`src/rtl/imem_dmem_arbiter_pkg.sv`:
```
// Shared definitions for the instruction/data memory bus arbiter:
// FSM state codes, bus-owner codes and the starvation counter width helper.
package imem_dmem_arbiter_pkg;

  typedef enum logic {
    ARB_IDLE = 1'b0,
    ARB_WAIT = 1'b1
  } arb_state_t;

  typedef enum logic [1:0] {
    OWN_NONE = 2'd0,
    OWN_IF   = 2'd1,
    OWN_MEM  = 2'd2
  } arb_owner_t;

  // Width needed to hold 0..max_val inclusive (at least one bit).
  function automatic int starve_cnt_w(input int max_val);
    return (max_val < 1) ? 1 : $clog2(max_val + 1);
  endfunction

endpackage

```
`src/rtl/imem_dmem_arbiter_starve_ctr.sv`:
```
// Saturating count of consecutive fetch losses. sat_o tells the arbiter
// that fetch has waited long enough and must win the next contested cycle.
module imem_dmem_arbiter_starve_ctr
  import imem_dmem_arbiter_pkg::*;
#(
  parameter int STARVE_MAX = 4
) (
  input  logic clk,
  input  logic resetn,
  input  logic inc,
  input  logic clr,
  output logic sat_o
);

  localparam int CNT_W = starve_cnt_w(STARVE_MAX);
  localparam logic [CNT_W-1:0] CNT_MAX = CNT_W'(STARVE_MAX);

  logic [CNT_W-1:0] cnt;

  // Clear wins over increment; increment stops at the saturation value.
  always_ff @(posedge clk or negedge resetn) begin
    if (!resetn) begin
      cnt <= '0;
    end else if (clr) begin
      cnt <= '0;
    end else if (inc && (cnt != CNT_MAX)) begin
      cnt <= cnt + CNT_W'(1);
    end
  end

  assign sat_o = (cnt == CNT_MAX);

endmodule

```
`src/rtl/imem_dmem_arbiter.sv`:
```
// Shares one single-port memory bus between instruction fetch and data
// load/store. Data side has priority, but fetch is forced through after
// STARVE_MAX consecutive losses. One transaction in flight at a time.
module imem_dmem_arbiter
  import imem_dmem_arbiter_pkg::*;
#(
  parameter int ADDR_W     = 32,
  parameter int DATA_W     = 32,
  parameter int STARVE_MAX = 4
) (
  input  logic                clk,
  input  logic                resetn,
  input  logic                if_req_i,
  input  logic [ADDR_W-1:0]   if_addr_i,
  output logic                if_gnt_o,
  output logic                if_rvalid_o,
  output logic [DATA_W-1:0]   if_rdata_o,
  input  logic                mem_req_i,
  input  logic                mem_we_i,
  input  logic [DATA_W/8-1:0] mem_be_i,
  input  logic [ADDR_W-1:0]   mem_addr_i,
  input  logic [DATA_W-1:0]   mem_wdata_i,
  output logic                mem_gnt_o,
  output logic                mem_rvalid_o,
  output logic [DATA_W-1:0]   mem_rdata_o,
  output logic                bus_req_o,
  output logic                bus_we_o,
  output logic [DATA_W/8-1:0] bus_be_o,
  output logic [ADDR_W-1:0]   bus_addr_o,
  output logic [DATA_W-1:0]   bus_wdata_o,
  input  logic                bus_gnt_i,
  input  logic                bus_rvalid_i,
  input  logic [DATA_W-1:0]   bus_rdata_i,
  output logic                f_cmiss_o,
  output logic                m_cmiss_o
);

  arb_state_t state, state_nxt;
  arb_owner_t owner, owner_nxt;

  logic sel_if;
  logic sel_mem;
  logic fetch_first;
  logic grant_fire;

  imem_dmem_arbiter_starve_ctr #(
    .STARVE_MAX(STARVE_MAX)
  ) u_starve_ctr (
    .clk    (clk),
    .resetn (resetn),
    .inc    (bus_gnt_i & sel_mem & if_req_i),
    .clr    (bus_gnt_i & sel_if),
    .sat_o  (fetch_first)
  );

  // Pick a requester in IDLE; fetch only beats data once it is starved.
  always_comb begin
    sel_if  = 1'b0;
    sel_mem = 1'b0;
    if (state == ARB_IDLE) begin
      if (if_req_i && mem_req_i) begin
        sel_if  = fetch_first;
        sel_mem = !fetch_first;
      end else begin
        sel_if  = if_req_i;
        sel_mem = mem_req_i;
      end
    end
  end

  assign grant_fire = bus_gnt_i & (sel_if | sel_mem);

  // State and owner register; reset drops any response still in flight.
  always_ff @(posedge clk or negedge resetn) begin
    if (!resetn) begin
      state <= ARB_IDLE;
      owner <= OWN_NONE;
    end else begin
      state <= state_nxt;
      owner <= owner_nxt;
    end
  end

  // Next state: latch the winner on grant, release the bus on response.
  always_comb begin
    state_nxt = state;
    owner_nxt = owner;
    case (state)
      ARB_IDLE: begin
        if (grant_fire) begin
          state_nxt = ARB_WAIT;
          owner_nxt = sel_mem ? OWN_MEM : OWN_IF;
        end
      end
      ARB_WAIT: begin
        if (bus_rvalid_i) begin
          state_nxt = ARB_IDLE;
          owner_nxt = OWN_NONE;
        end
      end
      default: begin
        state_nxt = ARB_IDLE;
        owner_nxt = OWN_NONE;
      end
    endcase
  end

  // Bus muxing, grant/response routing and stall flags, all forced low in reset.
  always_comb begin
    bus_req_o    = 1'b0;
    bus_we_o     = 1'b0;
    bus_be_o     = '0;
    bus_addr_o   = '0;
    bus_wdata_o  = '0;
    if_gnt_o     = 1'b0;
    mem_gnt_o    = 1'b0;
    if_rvalid_o  = 1'b0;
    mem_rvalid_o = 1'b0;
    if_rdata_o   = '0;
    mem_rdata_o  = '0;
    f_cmiss_o    = 1'b0;
    m_cmiss_o    = 1'b0;
    if (resetn) begin
      bus_req_o = sel_if | sel_mem;
      if (sel_mem) begin
        bus_we_o    = mem_we_i;
        bus_be_o    = mem_be_i;
        bus_addr_o  = mem_addr_i;
        bus_wdata_o = mem_wdata_i;
      end else if (sel_if) begin
        bus_be_o   = '1;
        bus_addr_o = if_addr_i;
      end
      if_gnt_o  = bus_gnt_i & sel_if;
      mem_gnt_o = bus_gnt_i & sel_mem;
      if ((state == ARB_WAIT) && bus_rvalid_i) begin
        if (owner == OWN_IF) begin
          if_rvalid_o = 1'b1;
          if_rdata_o  = bus_rdata_i;
        end else if (owner == OWN_MEM) begin
          mem_rvalid_o = 1'b1;
          mem_rdata_o  = bus_rdata_i;
        end
      end
      f_cmiss_o = if_req_i & ~if_rvalid_o;
      m_cmiss_o = mem_req_i & ~mem_rvalid_o;
    end
  end

endmodule
```
`config.mk`:
```
export PLATFORM = sky130hd
export DESIGN_NAME = imem_dmem_arbiter
export DESIGN_NICKNAME = d
export VERILOG_FILES = /design/src/rtl/imem_dmem_arbiter_pkg.sv /design/src/rtl/imem_dmem_arbiter_starve_ctr.sv /design/src/rtl/imem_dmem_arbiter.sv
export SDC_FILE = /design/constraint.sdc
export NUM_CORES = 1
export LEC_CHECK = 0
export CORE_AREA = 2 2 108 110
export CTS_BUF_LIST = sky130_fd_sc_hd__clkbuf_8
export CTS_CLUSTER_DIAMETER = 80
export CTS_CLUSTER_SIZE = 20
export DETAILED_ROUTE_END_ITERATION = 8
export DIE_AREA = 0 0 110 112
export GPL_ROUTABILITY_DRIVEN = 0
export PLACE_DENSITY = 0.61
export SYNTH_ARGS = -nofsm -noshare
export SYNTH_HDL_FRONTEND = slang
export SYNTH_SLANG_ARGS = --single-unit
```
`constraint.sdc`:
```
create_clock -name clk -period 2.47 [get_ports clk]
set_input_delay 0.6175 -clock clk [delete_from_list [all_inputs] [get_ports clk]]
set_output_delay 0.6175 -clock clk [all_outputs]
set_load 0.005 [all_outputs]
```
==> results_dict.tcl <==
set metrics [dict create \
    hpwl_um 8513 \
    end_kind "primary output" \
    pre_cts_ws_ns -0.7131 \
    wire_per_inst_um 16.88 \
    final_cell_mix "137 x clkdlybuf4s50_1, 99 x and2_1, 72 x dlygate4sd2_1" \
    place_area_um2 4782 \
    cts_max_path_buffers 2 \
    holdBufCountCts 0 \
    numCtsBuffers 3 \
    finalSetupViolCount 0 \
    crit_slowest_cell "dfrtp_1" \
    clk_pin_slew_ns 0.04 \
    vias_per_cell 4.342 \
    num_vias 3005 \
    yosys_register_bits 6 \
    grt_pass1_wl_um 17150 \
    power_density_nw_per_um2 232.5 \
    power.total_mw 1.170 \
    instances_no_fill 692 \
    path_cells "inv_2 -> ha_4 -> nand3_4 -> buf_4 -> and3_4 -> buf_4 -> mux2i_1 -> clkdlybuf4s15_1" \
    die_y_um 112 \
    grt_pass1_vias 3239 \
    htreeDepth 1 \
    wl_um 11680 \
    core_um2 11170 \
    drive_above_1_share_pct 25.91 \
    synth_top_area_cell "and2_1" \
    synthMuxAreaShare_pct 8.321 \
    die_w_um 110 \
    netlist_instances 235 \
    num-nets-final 691 \
    tightest_slew_ns 0.2392 \
    clock.fmax_ghz 0.4106 \
    rsz0062_at_grt "true" \
    grt_max_degree 30 \
    synthXorXnorAreaFrac_pct 0.5201 \
    synthSimpleGateAreaFrac_pct 54.68 \
    ir_worst_vdd_uv 205.3 \
    synth_top_family_by_area "simple AND/OR/NAND/NOR gates" \
    drtPass1Iterations 4 \
    synth_fp_nets 376 \
    synth_top_area_share_pct 37.15 \
    cts_root_buffer "clkbuf_8" \
    cts_tree "built" \
    synth_seq_area_share_pct 8.915 \
    synth_area_um2 1684 \
    cp.required_ns 1.85 \
    min_path_type "primary input to asynchronous set/reset pin" \
    status "finished clean" \
    p_leak_nw 2.512 \
    antenna_found_initial 1 \
    post-route-period-util_pct 98.61 \
    synth_area_leaders "and2_1 37%, o221a_2 11%, nand3_1 9.2%" \
    synthAdderAreaFrac_pct 1.486 \
    dieArea_um2 12320 \
    port_buffers 278 \
    avgSynthCellArea_um2 7.166 \
    setup_ws_ns 0.03428 \
    drt_iter0_drc 105 \
    startpoint_type "flip-flop" \
    critPathMostFrequentCell "buf_4" \
    fin_skew_ns 0.001285 \
    critPathMaxFanout 6 \
    rows 39 \
    synth.distinct_cells 33 \
    dp.cells 654 \
    final_hold_viol_count 0 \
    arrival_ns 1.82 \
    grt_use_total_pct 17.93 \
    slew_viol_final 0 \
    synth_compound_area_share_pct 17.31 \
    design_area_um2 5031 \
    critical-path-max-stage-delay_ns 0.38 \
    critical_path_class "flip-flop to primary output" \
    drv_cap 0 \
    grt_overflow 0 \
    yosys_warnings 0 \
    route.detailed.drc 0 \
    slew-limit-headroom_pct 84.02 \
    period_needed_ns 2.436 \
    cts.sinks 6 \
    ant_nets 0 \
    start_util_pct 15.07 \
    synthToLayoutAreaGrowth_pct 198.7 \
    final_common_cell "clkdlybuf4s50_1" \
    clk_latency_ns 0.22 \
    ios 279 \
]
-- synth_stat cells --
cell / number
and2_1: 100
nand3_1: 31
o221a_2: 16
mux2i_1: 14
buf_2: 13
clkbuf_1: 9
nand2_1: 7
dfrtp_1: 6
o21a_1: 5
inv_1: 4
o21ai_0: 3
a21oi_1: 2
and3_1: 2
ha_1: 2
nor2b_1: 2
nor3b_2: 2
a31o_2: 1
a32o_1: 1
a41oi_1: 1
and3_4: 1
buf_4: 1
buf_6: 1
buf_8: 1
nand3_2: 1
nand3b_1: 1
nand4_1: 1
nand4b_1: 1
nor2_1: 1
nor3_2: 1
o221a_1: 1
o311a_1: 1
or2_2: 1
xor2_1: 1
-- kinds of logic (layout without fill, tap and decap cells) --
family,count (synthesis),in the layout
and+or+nand+nor,152,153
AOI/OAI and AO/OA,31,31
buffers and inverters,29,341
muxes,14,14
DFF,6,6
adders and majority gates,2,2
xor gates and xnor gates,1,1
other,0,1
-- where the power goes --
group	leakage [nW]	internal, mW	switching [mW]	total (mW)
Combinational	2.41	0.552	0.313	0.865
Sequential	0.0767	0.122	0.0339	0.156
Clock	0.0216	0.105	0.0439	0.149
-- cell type report --
class                   instances  area, µm²
multi-input cells             201       1471
clock buffers                   3      41.29
flip-flops and latches          6      151.4
fillers                      1144       6143
repair buffers                334       3171
diodes                          1      2.502
inverters                       4      15.01
well taps                     143      178.9
-- worst max-delay path, delay by kind of cell, from the launching register on --
kind | cells | cell delay [ns]
adders and majority gates | 1 | 0.15
buffers and inverters | 4 | 0.63
DFF | 1 | 0.38
muxes | 1 | 0.15
and+or+nand+nor | 2 | 0.29
-- worst paths after layout --
check                                    start                  end  slack, ns  cells past startpoint
min in group clk                      owner[0]             owner[0]       0.60                      1
max in group asynchronous               resetn  u_starve_ctr.cnt[0]       2.02                      2
min                                     resetn             owner[1]       0.34                      2
max                        u_starve_ctr.cnt[0]        bus_addr_o[6]       0.03                      8
max reg2reg                              state             owner[1]       1.08                      4
min reg2reg                           owner[0]             owner[0]       0.60                      1
-- layer usage --
metal	track usage (%)	vias to the layer above	share of wire [%]
met5	0	-	0
met4	3.797	0	0.97
met3	4.977	10	11
met2	34.27	180	52
met1	19.05	1370	36
li1	-	1445	-
-- registers in the layout, indices dropped and copies added, names as in the netlist --
register / cells
owner: 2
state: 1
u_starve_ctr.cnt: 3
-- through the flow --
stage               hold slack (ns)   TNS, ns  util, %
floorplan                    0.3219         0        -
global placement             0.5490    -82.97    42.79
detailed placement           0.5534    -85.61    42.79
CTS                          0.3394    -2.006    46.03
global route                 0.3452  -0.04980    45.02
finish                       0.3400         0    45.02
-- what timing repair did --
action,in CTS,in global routing
setup endpoints to repair,140,59
cloned,9,0
gates resized for setup,247,64
pin swaps,8,2
endpoints found under the hold margin,0,0
buffers inserted,24,3
No activity file was read; power rests on OpenSTA's default activity.
